**config.mk**
```make
export PLATFORM = sky130hd
export DESIGN_NAME = led_pattern_sequencer
export DESIGN_NICKNAME = d
export VERILOG_FILES = /design/src/rtl/led_pkg.sv /design/src/rtl/led_pixel_colour.sv /design/src/rtl/led_pattern_sequencer.sv
export SDC_FILE = /design/constraint.sdc
export NUM_CORES = 1
export LEC_CHECK = 0
export BUFFER_PORTS_ARGS = -buffer_cell sky130_fd_sc_hd__buf_2
export CAP_MARGIN = 25
export CORE_UTILIZATION = 45
export DETAILED_ROUTE_END_ITERATION = 16
export GPL_ROUTABILITY_DRIVEN = 0
export GPL_TIMING_DRIVEN = 0
export HOLD_SLACK_MARGIN = 0.08
export PLACE_DENSITY_LB_ADDON = 0.25
export SLEW_MARGIN = 0
export SYNTH_ARGS = -nofsm -noshare
export SYNTH_HDL_FRONTEND = slang
export SYNTH_HIERARCHICAL = 1
export SYNTH_SLANG_ARGS = --single-unit
```
**constraint.sdc**
```tcl
create_clock -name clk -period 4.3 [get_ports clk]
set_input_delay 0.645 -clock clk [delete_from_list [all_inputs] [get_ports clk]]
set_output_delay 0.645 -clock clk [all_outputs]
set_load 0.01 [all_outputs]
```
**src/rtl/led_pkg.sv**
```systemverilog
// Shared constants and state encoding for the LED pattern sequencer family.
package led_pkg;

  localparam logic [1:0] CH_WHITE = 2'd0;
  localparam logic [1:0] CH_RED   = 2'd1;
  localparam logic [1:0] CH_GREEN = 2'd2;
  localparam logic [1:0] CH_BLUE  = 2'd3;

  localparam logic PAT_RAMP  = 1'b0;
  localparam logic PAT_CHASE = 1'b1;

  typedef enum logic [1:0] {
    ST_IDLE  = 2'd0,
    ST_PIXEL = 2'd1,
    ST_LATCH = 2'd2
  } state_t;

endpackage

```
**src/rtl/led_pixel_colour.sv**
```systemverilog
// Combinational pixel colour: picks ramp or chase value, then routes it to
// the selected colour channel(s).
module led_pixel_colour
  import led_pkg::*;
#(
  parameter int CW = 8,
  parameter int IW = 6
) (
  input  logic [CW-1:0] acc,
  input  logic [IW-1:0] idx,
  input  logic [IW-1:0] cp,
  input  logic [1:0]    chan_q,
  input  logic          pattern_q,
  output logic [CW-1:0] r,
  output logic [CW-1:0] g,
  output logic [CW-1:0] b
);

  logic [CW-1:0] v;

  // NOTE: every output gets a default before the case so no path leaves a
  // signal unassigned, which would otherwise infer a latch.
  always_comb begin
    v = acc;
    if (pattern_q == PAT_CHASE) v = (idx == cp) ? {CW{1'b1}} : '0;

    r = '0;
    g = '0;
    b = '0;
    case (chan_q)
      CH_WHITE: begin
        r = v;
        g = v;
        b = v;
      end
      CH_RED:   r = v;
      CH_GREEN: g = v;
      CH_BLUE:  b = v;
      default:  ;
    endcase
  end

endmodule

```
**src/rtl/led_pattern_sequencer.sv**
```systemverilog
// Pixel-stream generator for addressable LED strips: one RGB slot per encoder
// done, a latch slot at end of frame, and a per-frame animated pattern.
module led_pattern_sequencer
  import led_pkg::*;
#(
  parameter int NUM_PIXELS = 64,
  parameter int CW         = 8,
  parameter int STEP       = 4,
  parameter int PHASE_STEP = 1
) (
  input  logic          clk,
  input  logic          reset_n,
  input  logic          enable,
  input  logic [1:0]    chan,
  input  logic          pattern,
  input  logic          done,
  output logic [CW-1:0] r,
  output logic [CW-1:0] g,
  output logic [CW-1:0] b,
  output logic          latch,
  output logic          frame_done,
  output logic [15:0]   frame_count
);

  localparam int IW = $clog2(NUM_PIXELS);
  localparam logic [IW-1:0] LAST = IW'(NUM_PIXELS - 1);
  localparam logic [CW-1:0] STEP_C = CW'(STEP);
  localparam logic [CW-1:0] PHASE_C = CW'(PHASE_STEP);

  state_t        state, state_nxt;
  logic [IW-1:0] idx, idx_nxt;
  logic [IW-1:0] cp, cp_nxt;
  logic [CW-1:0] acc, acc_nxt;
  logic [CW-1:0] phase, phase_nxt;
  logic [1:0]    chan_q, chan_nxt;
  logic          pattern_q, pattern_nxt;
  logic          frame_done_nxt;
  logic [15:0]   frame_count_nxt;
  logic [CW-1:0] col_r, col_g, col_b;

  // NOTE: state registers use non-blocking assignments so every flop samples
  // the values from before the edge, independent of statement order.
  always_ff @(posedge clk or negedge reset_n) begin
    if (!reset_n) state <= ST_IDLE;
    else          state <= state_nxt;
  end

  always_comb begin
    state_nxt       = state;
    idx_nxt         = idx;
    cp_nxt          = cp;
    acc_nxt         = acc;
    phase_nxt       = phase;
    chan_nxt        = chan_q;
    pattern_nxt     = pattern_q;
    frame_done_nxt  = 1'b0;
    frame_count_nxt = frame_count;

    case (state)
      ST_IDLE: begin
        if (enable) begin
          chan_nxt    = chan;
          pattern_nxt = pattern;
          acc_nxt     = phase;
          idx_nxt     = '0;
          state_nxt   = ST_PIXEL;
        end
      end
      ST_PIXEL: begin
        if (done) begin
          if (idx == LAST) begin
            state_nxt = ST_LATCH;
          end else begin
            idx_nxt = idx + 1'b1;
            acc_nxt = acc + STEP_C;
          end
        end
      end
      ST_LATCH: begin
        if (done) begin
          frame_done_nxt  = 1'b1;
          frame_count_nxt = frame_count + 16'd1;
          phase_nxt       = phase + PHASE_C;
          cp_nxt          = (cp == LAST) ? '0 : cp + 1'b1;
          if (enable) begin
            chan_nxt    = chan;
            pattern_nxt = pattern;
            acc_nxt     = phase_nxt;
            idx_nxt     = '0;
            state_nxt   = ST_PIXEL;
          end else begin
            state_nxt = ST_IDLE;
          end
        end
      end
      default: state_nxt = ST_IDLE;
    endcase
  end

  // Colour is computed from the upcoming slot so r/g/b can be registered.
  led_pixel_colour #(
    .CW(CW),
    .IW(IW)
  ) u_colour (
    .acc      (acc_nxt),
    .idx      (idx_nxt),
    .cp       (cp_nxt),
    .chan_q   (chan_nxt),
    .pattern_q(pattern_nxt),
    .r        (col_r),
    .g        (col_g),
    .b        (col_b)
  );

  always_ff @(posedge clk or negedge reset_n) begin
    if (!reset_n) begin
      idx         <= '0;
      cp          <= '0;
      acc         <= '0;
      phase       <= '0;
      chan_q      <= CH_WHITE;
      pattern_q   <= PAT_RAMP;
      r           <= '0;
      g           <= '0;
      b           <= '0;
      latch       <= 1'b0;
      frame_done  <= 1'b0;
      frame_count <= '0;
    end else begin
      idx         <= idx_nxt;
      cp          <= cp_nxt;
      acc         <= acc_nxt;
      phase       <= phase_nxt;
      chan_q      <= chan_nxt;
      pattern_q   <= pattern_nxt;
      r           <= (state_nxt == ST_PIXEL) ? col_r : '0;
      g           <= (state_nxt == ST_PIXEL) ? col_g : '0;
      b           <= (state_nxt == ST_PIXEL) ? col_b : '0;
      latch       <= (state_nxt == ST_LATCH);
      frame_done  <= frame_done_nxt;
      frame_count <= frame_count_nxt;
    end
  end

endmodule

```
==> metrics.log <==
[metrics] status: complete, no violations
[metrics] worst slack after detailed placement: 1160 ps
[metrics] Worst Setup End Kind: flop
[metrics] dominant register cell in the synthesized netlist: sky130_fd_sc_hd__dfrtp_1
[metrics] final net count: 456
[metrics] peak ir drop on the vdd network: 0.000169 V
[metrics] Cell Rows: 33
[metrics] switching power total: 800 µW
[metrics] vias per std cell: 5.54
[metrics] global-route wire length before repair: 13900 µm
[metrics] drt first-iter violations: 127
[metrics] initial antenna violation count: 0
[metrics] total chip power: 2.20 mW
[metrics] total inserted antenna cells: 0
[metrics] DRC: 0
[metrics] number of cells after detailed placement: 535
[metrics] multi-input logic area: 1870 µm²
[metrics] logic depth of the worst register-to-register path: 10
[metrics] HPWL after detailed placement: 5960 µm
[metrics] fraction of power consumed by combinational cells: 0.358
[metrics] Worst Setup Path Type: reg2reg
[metrics] register bit total from synthesis: 75
[metrics] Critical Path Start Type: flop
[metrics] signal arrival time at the worst endpoint: 3110 ps
[metrics] final std cells w/o fill: 551
[metrics] Final Critical Period: 2830 ps
[metrics] Internal Pwr Total: 1.40 mW
[metrics] PortBufs: 48
[metrics] switching power as a share of total power: 0.364
[metrics] router iterations before antenna repair: 4
[metrics] maximum level of the CTS H-tree: 3
[metrics] net count of the mapped netlist: 396
[metrics] total via count in the routed design: 3050
[metrics] vias in the first global route: 2903
[metrics] Max Transition Viols Final: 0
[metrics] Required @ worst endpoint: 4590 ps
[metrics] die span in x: 95.5 µm
[metrics] peak clock frequency supported by timing: 353 MHz
[metrics] Worst Setup Slack, final: 1470 ps
[metrics] part of the power in registers: 0.424
[metrics] buffers from clock root to sink, at most: 2
[metrics] storage element area: 1880 µm²
[metrics] Hold Slack: 164 ps
[metrics] Worst Hold Class: in2async
[metrics] Clock Root Buffer: sky130_fd_sc_hd__clkbuf_8
[metrics] final routed wire length divided by cell count: 14.9 µm
[metrics] asr flop ratio synth: 1.00
[metrics] Post-DP Area: 4340 µm²
[metrics] CTS tree: built
[metrics] hold-fix buffer count after cts: 0
[metrics] die area: 9120 µm²
[metrics] DRT antenna net count: 0
[metrics] leakage power summed over all cells: 2.17 nW
[metrics] clock edge transition at the registers on the reported setup and hold paths: 80 ps
[metrics] Reg2Reg Setup Slack: 1470 ps
[metrics] clk_lat worst skew: 360 ps
[metrics] DRT Wirelength: 8220 µm
[metrics] part of the power in the clock network: 0.218
[metrics] overflow left after global routing: 0
[metrics] Final Core Density: 0.540
[metrics] relative slew slack: 0.618
[metrics] relative area change from synthesis to final layout: 14.4%
[metrics] Core ar.: 8340 µm²
[metrics] Post-CTS Setup Repair Bufs: 0
[metrics] share of final-layout standard cells stronger than drive strength 1: 0.226
[metrics] total negative slack for setup checks: 0 ps
[metrics] maxcap violations: 0
[metrics] Inserted Clock Buffers: 9
[metrics] Yosys cell types: 56
[metrics] peak fanout along the critical path: 9
[metrics] PwrDens: 488 nW/µm²
[metrics] number of synthesized flops with an enable pin: 0
[metrics] Die Height: 95.5 µm
[metrics] worst clock skew: 13.9 ps
[metrics] first element of the critical path: state[1]$_DFF_PN0_
[metrics] post-cts sizing count: 0
[metrics] final-layout fill cell count: 754
[metrics] share of the yosys chip area belonging to registers: 0.477
[metrics] unrepaired setup endpoints after global routing: no
[metrics] Final Hold Fails: 0
[metrics] Mapped Avg Cell Area: 10.3 µm²
[metrics] capture point of the worst reg-to-reg path: b[4]$_DFF_PN0_
[metrics] Period Utilization, post-route: 0.658
[metrics] number of sinks driven by the clock tree: 75
[metrics] Overall Global Routing Usage: 0.201
[metrics] initial core utilization: 0.472
[metrics] slew at the pin closest to its max-slew limit: 569 ps
[metrics] I/O Pins: 49
[metrics] final count of negative-setup-slack endpoints: 0
[metrics] cell area after technology mapping: 3940 µm²
[metrics] number of warnings printed during yosys synthesis: 6
[metrics] cell count after synthesis: 381
[metrics] post-route cell area: 4500 µm²
[metrics] startpoint of the worst-slack reg-to-reg timing path: state[1]$_DFF_PN0_
[metrics] maximum number of pins on one net before global-route repair: 56
## power by group through the flow
| stage | combinational, mW | clock (mW) | sequential [mW] |
|---|---|---|---|
| 3_5_place_dp | 0.782 | 0 | 0.944 |
| 3_3_place_gp | 0.765 | 0 | 0.940 |
| 5_1_grt | 0.882 | 0.520 | 0.953 |
| 6_report | 0.787 | 0.478 | 0.931 |
| 4_1_cts | 0.784 | 0.490 | 0.932 |
| 2_1_floorplan | 0.512 | 0 | 0.978 |
## synth_stat cells, types with 6 or more instances
library cell / n / area, µm²
sky130_fd_sc_hd__dfrtp_1: 75 / 1880
sky130_fd_sc_hd__nand2_1: 41 / 154
sky130_fd_sc_hd__o22ai_1: 28 / 175
sky130_fd_sc_hd__nor2b_1: 27 / 169
sky130_fd_sc_hd__xnor2_1: 26 / 228
sky130_fd_sc_hd__a21oi_1: 17 / 85.1
sky130_fd_sc_hd__nor2_1: 17 / 63.8
sky130_fd_sc_hd__o21ai_0: 16 / 80.1
sky130_fd_sc_hd__inv_1: 13 / 48.8
sky130_fd_sc_hd__nand2b_1: 10 / 62.6
sky130_fd_sc_hd__a31oi_1: 8 / 50.1
sky130_fd_sc_hd__and3_1: 8 / 50.1
sky130_fd_sc_hd__ha_1: 8 / 100
sky130_fd_sc_hd__nand4_1: 8 / 50.1
sky130_fd_sc_hd__nand3_1: 7 / 35.0
sky130_fd_sc_hd__buf_6: 6 / 67.6
sky130_fd_sc_hd__xor2_1: 6 / 52.6
## layout make-up
class,instances,area share
Clock inverter,7,0.00945
Inverter,14,0.0117
Multi-Input combinational cell,277,0.415
Tap cell,105,0.0292
Timing Repair Buffer,49,0.0600
Buffer,15,0.0306
Sequential cell,75,0.417
Clock buffer,9,0.0275
## sequential cells by signal, indices dropped and copies added (netlist names), 2 cells and up
register,flops
idx,6
r,8
phase,8
b,8
frame_count,16
state,2
acc,8
g,8
cp,6
chan_q,2
## how the worst max path moves through the flow
stage / endpoint / slack (ps) / cells past startpoint
after floorplan: b[0]$_DFF_PN0_ / 1670 / 10
after global placement: b[4]$_DFF_PN0_ / 1200 / 11
after detailed placement: b[4]$_DFF_PN0_ / 1160 / 11
after CTS: b[4]$_DFF_PN0_ / 1470 / 10
after global routing: b[7]$_DFF_PN0_ / 1270 / 10
final: b[4]$_DFF_PN0_ / 1470 / 10
## worst max-delay path, cell delays in order (launching register included)
cell and delay (ps):
sky130_fd_sc_hd__dfrtp_1 480, sky130_fd_sc_hd__nand2b_1 230, sky130_fd_sc_hd__and3_1 330, sky130_fd_sc_hd__mux2_2 410, sky130_fd_sc_hd__inv_1 90, sky130_fd_sc_hd__ha_1 220, sky130_fd_sc_hd__clkbuf_1 210, sky130_fd_sc_hd__nor2b_1 250
sky130_fd_sc_hd__nand4_4 200, sky130_fd_sc_hd__o22ai_1 190, sky130_fd_sc_hd__nor2b_1 160
## kinds of logic (layout without fill, tap and decap cells)
| family | count (synthesis) | in the layout | synth area share |
|---|---|---|---|
| AOI/OAI and AO/OA | 94 | 94 | 0.156 |
| buffers and inverters | 29 | 94 | 0.0483 |
| xor gates and xnor gates | 35 | 35 | 0.0836 |
| adders and majority gates | 8 | 8 | 0.0254 |
| and+or+nand+nor | 136 | 136 | 0.198 |
| muxes | 4 | 4 | 0.0114 |
| DFF | 75 | 75 | 0.477 |
## layout by cell type (no fill, tap or decap), drive strengths merged, types with 3 or more instances in the layout
master | netlist | routed
o21ai | 18 | 18
nand2 | 41 | 41
xor2 | 6 | 6
and4 | 3 | 3
nor2b | 27 | 27
and3 | 8 | 8
nand2b | 11 | 11
a21oi | 20 | 20
nor2 | 18 | 18
nand4 | 9 | 9
clkinv | 1 | 7
buf | 10 | 59
xnor2 | 29 | 29
nor3 | 3 | 3
inv | 13 | 14
ha | 8 | 8
a31oi | 8 | 8
clkbuf | 5 | 14
nand3 | 9 | 9
mux2 | 4 | 4
dfrtp | 75 | 75
o22ai | 28 | 28
## metal layers
metal  share of wire  GRT usage  wire length [µm]
met3           0.050     0.0470               407
met1            0.46      0.270              3820
met2            0.46      0.311              3820
met4           0.021     0.0808               174
met5               0          0                 0
Note: power is estimated with default switching activity, not from simulation.
